[src/rtl/data_ram_arbiter_pkg.sv]
// rtl/data_ram_arbiter_pkg.sv - shared types and defaults for the data RAM arbiter
package data_ram_arbiter_pkg;

    localparam int DEF_WIDTH   = 8;
    localparam int DEF_LENGTH  = 8;
    localparam int DEF_TIMEOUT = 15;

    localparam logic PORT_A = 1'b0;
    localparam logic PORT_B = 1'b1;

    typedef enum logic [1:0] {
        IDLE  = 2'd0,
        ISSUE = 2'd1,
        WAIT  = 2'd2,
        RESP  = 2'd3
    } state_t;

endpackage

[src/rtl/data_ram_arbiter_if.sv]
// rtl/data_ram_arbiter_if.sv - requester ports A/B and RAM command/response bundle
interface data_ram_arbiter_if
    import data_ram_arbiter_pkg::*;
#(
    parameter int width  = DEF_WIDTH,
    parameter int length = DEF_LENGTH
);
    logic              a_req, b_req;
    logic              a_we, b_we;
    logic              a_indirect, b_indirect;
    logic [length-1:0] a_addr, b_addr;
    logic [width-1:0]  a_wdata, b_wdata;
    logic              a_gnt, b_gnt;
    logic              a_done, b_done;
    logic              a_err, b_err;
    logic [width-1:0]  a_rdata, b_rdata;

    logic              ram_writeEnable, ram_readEnable, ram_indirect;
    logic [length-1:0] ram_addr;
    logic [width-1:0]  ram_writeData;
    logic              ram_dataReady;
    logic [width-1:0]  ram_readData;

    modport slave (
        input  a_req, b_req, a_we, b_we, a_indirect, b_indirect,
        input  a_addr, b_addr, a_wdata, b_wdata,
        output a_gnt, b_gnt, a_done, b_done, a_err, b_err, a_rdata, b_rdata,
        output ram_writeEnable, ram_readEnable, ram_indirect, ram_addr, ram_writeData,
        input  ram_dataReady, ram_readData
    );

    modport master (
        output a_req, b_req, a_we, b_we, a_indirect, b_indirect,
        output a_addr, b_addr, a_wdata, b_wdata,
        input  a_gnt, b_gnt, a_done, b_done, a_err, b_err, a_rdata, b_rdata,
        input  ram_writeEnable, ram_readEnable, ram_indirect, ram_addr, ram_writeData,
        output ram_dataReady, ram_readData
    );

endinterface

[src/rtl/data_ram_arbiter_rr_arbiter2.sv]
// rtl/data_ram_arbiter_rr_arbiter2.sv - two-input round-robin pick
module rr_arbiter2
    import data_ram_arbiter_pkg::*;
(
    input  logic [1:0] i_req,
    input  logic       i_last,
    output logic       o_winner
);

    // On a tie the port that was not granted last wins.
    always_comb begin
        o_winner = PORT_A;
        if (i_req[PORT_B] && (!i_req[PORT_A] || (i_last == PORT_A))) begin
            o_winner = PORT_B;
        end
    end

endmodule

[src/rtl/data_ram_arbiter.sv]
// rtl/data_ram_arbiter.sv - two-port (CPU/IO) arbiter in front of a single data RAM
module data_ram_arbiter
    import data_ram_arbiter_pkg::*;
#(
    parameter int width   = DEF_WIDTH,
    parameter int length  = DEF_LENGTH,
    parameter int timeout = DEF_TIMEOUT
) (
    input  logic              clk,
    input  logic              clr,
    data_ram_arbiter_if.slave bus
);

    localparam logic [7:0] WAIT_LAST = 8'(timeout - 1);

    state_t            r_state;
    state_t            w_next;
    logic              r_winner;
    logic              r_last;
    logic              r_we;
    logic              r_ind;
    logic              r_err;
    logic [length-1:0] r_addr;
    logic [width-1:0]  r_wdata;
    logic [width-1:0]  r_a_rdata;
    logic [width-1:0]  r_b_rdata;
    logic [7:0]        r_cnt;

    logic w_pick;
    logic w_any_req;
    logic w_issue;
    logic w_resp;
    logic w_timeout;

    assign w_any_req = bus.a_req | bus.b_req;

    rr_arbiter2 u_rr (
        .i_req    ({bus.b_req, bus.a_req}),
        .i_last   (r_last),
        .o_winner (w_pick)
    );

    always_ff @(posedge clk or negedge clr) begin
        if (!clr) begin
            r_state <= IDLE;
        end else begin
            r_state <= w_next;
        end
    end

    always_comb begin
        w_next    = r_state;
        w_timeout = 1'b0;
        case (r_state)
            IDLE:  if (w_any_req) w_next = ISSUE;
            ISSUE: w_next = r_we ? RESP : WAIT;
            WAIT: begin
                if (bus.ram_dataReady) begin
                    w_next = RESP;
                end else if (r_cnt == WAIT_LAST) begin
                    w_next    = RESP;
                    w_timeout = 1'b1;
                end
            end
            RESP:    w_next = IDLE;
            default: w_next = IDLE;
        endcase
    end

    // Request fields are captured once in IDLE so the loser cannot disturb the transaction.
    always_ff @(posedge clk or negedge clr) begin
        if (!clr) begin
            r_winner  <= PORT_A;
            r_last    <= PORT_B;
            r_we      <= 1'b0;
            r_ind     <= 1'b0;
            r_err     <= 1'b0;
            r_addr    <= '0;
            r_wdata   <= '0;
            r_a_rdata <= '0;
            r_b_rdata <= '0;
            r_cnt     <= '0;
        end else begin
            case (r_state)
                IDLE: begin
                    if (w_any_req) begin
                        r_winner <= w_pick;
                        r_we     <= (w_pick == PORT_B) ? bus.b_we       : bus.a_we;
                        r_ind    <= (w_pick == PORT_B) ? bus.b_indirect : bus.a_indirect;
                        r_addr   <= (w_pick == PORT_B) ? bus.b_addr     : bus.a_addr;
                        r_wdata  <= (w_pick == PORT_B) ? bus.b_wdata    : bus.a_wdata;
                    end
                end
                ISSUE: begin
                    r_cnt <= '0;
                    r_err <= 1'b0;
                end
                WAIT: begin
                    if (bus.ram_dataReady) begin
                        if (r_winner == PORT_B) r_b_rdata <= bus.ram_readData;
                        else                    r_a_rdata <= bus.ram_readData;
                        r_err <= 1'b0;
                    end else if (w_timeout) begin
                        r_err <= 1'b1;
                    end else begin
                        r_cnt <= r_cnt + 8'd1;
                    end
                end
                RESP: r_last <= r_winner;
                default: ;
            endcase
        end
    end

    assign w_issue = (r_state == ISSUE);
    assign w_resp  = (r_state == RESP);

    assign bus.a_gnt  = w_issue && (r_winner == PORT_A);
    assign bus.b_gnt  = w_issue && (r_winner == PORT_B);
    assign bus.a_done = w_resp && (r_winner == PORT_A);
    assign bus.b_done = w_resp && (r_winner == PORT_B);
    assign bus.a_err  = w_resp && (r_winner == PORT_A) && r_err;
    assign bus.b_err  = w_resp && (r_winner == PORT_B) && r_err;

    assign bus.a_rdata = r_a_rdata;
    assign bus.b_rdata = r_b_rdata;

    assign bus.ram_writeEnable = w_issue && r_we;
    assign bus.ram_readEnable  = w_issue && !r_we;
    assign bus.ram_indirect    = w_issue && r_ind && !r_we;
    assign bus.ram_addr        = r_addr;
    assign bus.ram_writeData   = r_wdata;

endmodule

[src/flat_wrapper.sv]
// flat-port wrapper written by rule: the top's interface ports become plain ports
module data_ram_arbiter_flat import data_ram_arbiter_pkg::*;
#(
    parameter int width   = DEF_WIDTH,
    parameter int length  = DEF_LENGTH,
    parameter int timeout = DEF_TIMEOUT
)
  (clk, clr, bus_a_req, bus_b_req, bus_a_we, bus_b_we, bus_a_indirect, bus_b_indirect, bus_a_addr, bus_b_addr, bus_a_wdata, bus_b_wdata, bus_a_gnt, bus_b_gnt, bus_a_done, bus_b_done, bus_a_err, bus_b_err, bus_a_rdata, bus_b_rdata, bus_ram_writeEnable, bus_ram_readEnable, bus_ram_indirect, bus_ram_addr, bus_ram_writeData, bus_ram_dataReady, bus_ram_readData);
  data_ram_arbiter_if #(.width(width), .length(length)) bus_i ();
  input  logic clk;
  input  logic clr;
  input wire logic [$bits(bus_i.a_req)-1:0] bus_a_req;
  input wire logic [$bits(bus_i.b_req)-1:0] bus_b_req;
  input wire logic [$bits(bus_i.a_we)-1:0] bus_a_we;
  input wire logic [$bits(bus_i.b_we)-1:0] bus_b_we;
  input wire logic [$bits(bus_i.a_indirect)-1:0] bus_a_indirect;
  input wire logic [$bits(bus_i.b_indirect)-1:0] bus_b_indirect;
  input wire logic [$bits(bus_i.a_addr)-1:0] bus_a_addr;
  input wire logic [$bits(bus_i.b_addr)-1:0] bus_b_addr;
  input wire logic [$bits(bus_i.a_wdata)-1:0] bus_a_wdata;
  input wire logic [$bits(bus_i.b_wdata)-1:0] bus_b_wdata;
  output wire logic [$bits(bus_i.a_gnt)-1:0] bus_a_gnt;
  output wire logic [$bits(bus_i.b_gnt)-1:0] bus_b_gnt;
  output wire logic [$bits(bus_i.a_done)-1:0] bus_a_done;
  output wire logic [$bits(bus_i.b_done)-1:0] bus_b_done;
  output wire logic [$bits(bus_i.a_err)-1:0] bus_a_err;
  output wire logic [$bits(bus_i.b_err)-1:0] bus_b_err;
  output wire logic [$bits(bus_i.a_rdata)-1:0] bus_a_rdata;
  output wire logic [$bits(bus_i.b_rdata)-1:0] bus_b_rdata;
  output wire logic [$bits(bus_i.ram_writeEnable)-1:0] bus_ram_writeEnable;
  output wire logic [$bits(bus_i.ram_readEnable)-1:0] bus_ram_readEnable;
  output wire logic [$bits(bus_i.ram_indirect)-1:0] bus_ram_indirect;
  output wire logic [$bits(bus_i.ram_addr)-1:0] bus_ram_addr;
  output wire logic [$bits(bus_i.ram_writeData)-1:0] bus_ram_writeData;
  input wire logic [$bits(bus_i.ram_dataReady)-1:0] bus_ram_dataReady;
  input wire logic [$bits(bus_i.ram_readData)-1:0] bus_ram_readData;
  assign bus_i.a_req = bus_a_req;
  assign bus_i.b_req = bus_b_req;
  assign bus_i.a_we = bus_a_we;
  assign bus_i.b_we = bus_b_we;
  assign bus_i.a_indirect = bus_a_indirect;
  assign bus_i.b_indirect = bus_b_indirect;
  assign bus_i.a_addr = bus_a_addr;
  assign bus_i.b_addr = bus_b_addr;
  assign bus_i.a_wdata = bus_a_wdata;
  assign bus_i.b_wdata = bus_b_wdata;
  assign bus_a_gnt = bus_i.a_gnt;
  assign bus_b_gnt = bus_i.b_gnt;
  assign bus_a_done = bus_i.a_done;
  assign bus_b_done = bus_i.b_done;
  assign bus_a_err = bus_i.a_err;
  assign bus_b_err = bus_i.b_err;
  assign bus_a_rdata = bus_i.a_rdata;
  assign bus_b_rdata = bus_i.b_rdata;
  assign bus_ram_writeEnable = bus_i.ram_writeEnable;
  assign bus_ram_readEnable = bus_i.ram_readEnable;
  assign bus_ram_indirect = bus_i.ram_indirect;
  assign bus_ram_addr = bus_i.ram_addr;
  assign bus_ram_writeData = bus_i.ram_writeData;
  assign bus_i.ram_dataReady = bus_ram_dataReady;
  assign bus_i.ram_readData = bus_ram_readData;
  data_ram_arbiter #(.width(width), .length(length), .timeout(timeout)) u_core (.clk(clk), .clr(clr), .bus(bus_i));
endmodule
[config.mk]
export PLATFORM = sky130hd
export DESIGN_NAME = data_ram_arbiter_flat
export DESIGN_NICKNAME = d
export VERILOG_FILES = /design/src/rtl/data_ram_arbiter_pkg.sv /design/src/rtl/data_ram_arbiter_if.sv /design/src/rtl/data_ram_arbiter_rr_arbiter2.sv /design/src/rtl/data_ram_arbiter.sv /design/src/flat_wrapper.sv
export SDC_FILE = /design/constraint.sdc
export NUM_CORES = 1
export LEC_CHECK = 0
export ABC_AREA = 1
export CORE_MARGIN = 5
export CORE_UTILIZATION = 44
export CTS_CLUSTER_DIAMETER = 200
export DETAILED_ROUTE_END_ITERATION = 10
export PLACE_DENSITY = 0.8
export RECOVER_POWER = 50
export SLEW_MARGIN = 20
export SYNTH_ARGS = -nofsm -noshare
export SYNTH_HDL_FRONTEND = slang
export SYNTH_SLANG_ARGS = --single-unit
[constraint.sdc]
create_clock -name clk -period 2.1 [get_ports clk]
set_clock_uncertainty 0.15 [all_clocks]
set_input_delay 0.63 -clock clk [delete_from_list [all_inputs] [get_ports clk]]
set_output_delay 0.63 -clock clk [all_outputs]
set_load 0.03 [all_outputs]
==> results.md, run 1 <==
- Status: finished, violations left
- Failing checks: setup timing
- WS Path Type: reg -> out
- # port buffers: 89
- CTS Sinks: 47
- Setup Viol. Count Final: 2
- Switching Share: 44.8%
- Met3 Use GR: 6.83%
- Antenna violation net count after detailed routing: 0
- Worst-path clk slew: 90 ps
- Pwr Total: 4.96 mW
- Max Cap Violations: 0
- Placer Congestion: 0.844
- Initial Util: 45.3%
- Synth Cell Area: 2310 um2
- Placed cell count: 448
- Wire length after detailed routing: 6.16 mm
- Share of cells above drive strength 1: 16.0%
- CTS max path bufs: 2
- Routed wire per std cell: 13.3 um
- Slowest cell on the critical path: dfrtp_1
- Clock share of power: 16.2%
- Worst vdd ir: 758 uV
- Post-DP HPWL: 4.63 mm
- Vias per cell: 4.93
- Final Non-Filler Cells: 463
- Worst path max stage delay: 440 ps
- Final TNS setup: -30.4 ps
- Grt peak-use layer: met2
- Die area: 6810 um2
- Seq cells post-synth: 47
- Met1 Usage GRT: 23.9%
- Syn_area_per_cell: 8.06 um2
- CTS tree: yes
- Synth unique cells: 23
- Commonest non-fill, non-tap cells in the layout: 71 x nand2_1, 47 x clkdlybuf4s50_1, 45 x dfrtp_1, 36 x o21ai_1, 32 x dlygate4sd2_1
- Synthesized instance count: 287
- Worst Tran Pin Value: 816 ps
- Crit share post-route: 101%
- TritonCTS Buffers: 5
- Crit. End Element: output port
- LEAKAGE: 1.71 nW
- Setup crit start kind: register
- Sequential fraction of the synthesis area: 50.9%
- Htree depth: 2
- Endpoint arrival time on the critical path: 1340 ps
- Comb power frac: 52.3%
- Initial DRC count: 161
- Root Buffer: clkbuf_8
- Nets: 448
- Hold/Removal Path Class: in -> async
- Final hold vios: 0
- Layout area overhead: 52.1%
- Pin count of the biggest net entering global routing: 23
- Final worst slack: -18.9 ps
- Slew Limit Fails: 0
- Unrepaired setup endpoints after global routing: yes
- Diodes inserted: 0
- Crit Path Max Fanout: 4
- YS warnings: 0
- Global route overflow: 0
- Grt met2 use: 34.2%
- Req. time, crit path: 1320 ps
- Row count: 26
- Crit path cell chain: inv_2, ha_4, inv_2, nor3_2, buf_4
- Via Count: 2282
- Fin crit period: 2120 ps
- Fmax: 472 MHz
- DIE WIDTH: 82.5 um
- DRC Markers: 0
- P_sw: 2.22 mW
- Chip height: 82.5 um
- Final core occ: 68.9%
- Vias in the first global route: 2435
- Commonest non-fill, non-tap cell in the layout: nand2_1
- Sequential power share: 31.5%
- CORE AREA: 5110 um2
- Power Density: 1410 nW/um2
- Clk Latency, worst-skew pair: 300 ps
- I/O pins: 90
- Global-route wire length before repair: 10.6 mm
- Cell mode on critical path: inv_2
- Post-synth net total: 343
- P_int: 2.74 mW
- DR pass1 iterations: 4
- GRT Overall Usage: 20.1%
- Antenna violations before repair: 0
- Max-slew headroom: 45.6%
-- synth_stat cells (all sizes together) --
library cell  instances  area share (%)
nor3                  2            0.43
inv                  30             4.9
xnor2                 2            0.76
clkbuf                2            0.32
o21ai                58              13
o22ai                 1            0.27
dfstp                 1             1.1
a21oi                 2             1.1
nor2                 33             5.4
buf                   7             2.2
nand3                17             3.7
dfrtp                46              50
nand2                76              12
ha                    7             3.8
nand4                 1            0.27
nand3b                2            0.65
-- power groups by stage --
stage,sequential (mW),clock (mW),combinational [mW]
2_1_floorplan,2.09,0,1.01
3_3_place_gp,1.56,0,2.55
3_5_place_dp,1.57,0,2.59
4_1_cts,1.55,0.819,2.53
5_1_grt,1.61,0.858,2.85
6_report,1.56,0.801,2.59
-- flip-flops by register name, summed over array words and instances, names as in the netlist --
register and count:
u_core.bus.a_rdata 8, u_core.bus.b_rdata 8, u_core.bus.ram_addr 8, u_core.bus.ram_writeData 8
u_core.r_cnt 8, u_core.r_state 2, u_core.r_err 1, u_core.r_ind 1
u_core.r_last 1, u_core.r_we 1, u_core.r_winner 1
-- routing by layer --
metal	wire length (um)	up-vias
met5	0	-
met1	2530	1059
met2	2950	89
met4	49	0
li1	-	1129
met3	622	5
-- critical path, delay by kind of cell (launching register included) --
family        cells  cell delay (ps)
simple gates      1              120
buf+inv           3              350
fa+ha+maj         1              140
flops             1              440
-- layout make-up --
type	count	area, um2
Sequential cell	47	1180
Timing Repair Buffer	107	981
Clock inverter	3	71.3
Fill cell	458	1590
Tap cell	70	87.6
Clock buffer	5	68.8
Multi-Input combinational cell	201	1020
Inverter	30	113
-- cells by family (layout without fill, tap and decap cells) --
logic type	count (synthesis)	in the layout	share of synthesized area, %
fa+ha+maj	7	7	3.79
buf+inv	39	145	7.36
xor+xnor	2	2	0.757
flops	47	47	50.9
compound gates	61	61	14.4
simple gates	131	131	22.8
-- final timing paths --
kind,from,to,slack (ps),cells past startpoint
max,u_core.r_state[1]$_DFFE_PN0P_,bus_ram_indirect,-20,5
min,clr,u_core.r_state[1]$_DFFE_PN0P_,170,1
max reg2reg,u_core.r_state[0]$_DFFE_PN0P_,u_core.r_cnt[5]$_DFFE_PN0P_,200,9
min reg2reg,u_core.bus.b_rdata[3]$_DFFE_PN0P_,u_core.bus.b_rdata[3]$_DFFE_PN0P_,340,2
max in group asynchronous,clr,u_core.bus.b_rdata[5]$_DFFE_PN0P_,490,2
min in group clk,u_core.bus.b_rdata[3]$_DFFE_PN0P_,u_core.bus.b_rdata[3]$_DFFE_PN0P_,340,2
-- what timing repair did --
| item | in CTS | in global routing |
|---|---|---|
| pin swaps | 4 | 1 |
| setup endpoints to repair | 38 | 15 |
| setup buffers | 4 | 3 |
| cloned | 0 | 0 |
| hold buffers | 0 | 0 |
| resized for setup | 47 | 13 |
-- stage by stage --
step	hold WS, ps	worst slack (ps)	area [um2]
floorplan	184	23.6	2320
finish	168	-18.9	3520
global placement	307	-0.380	3290
detailed placement	320	3.84	3290
CTS	35.2	-26.2	3470
global route	198	-91.4	3520
Power figures use the tool's default switching activity.
==> run 2: changes to the inputs <==
Settings changed: GPL_ROUTABILITY_DRIVEN from default to 0.
==> results of run 2 <==
No change in the layout: final DEF, timing and power equal those of run 1.
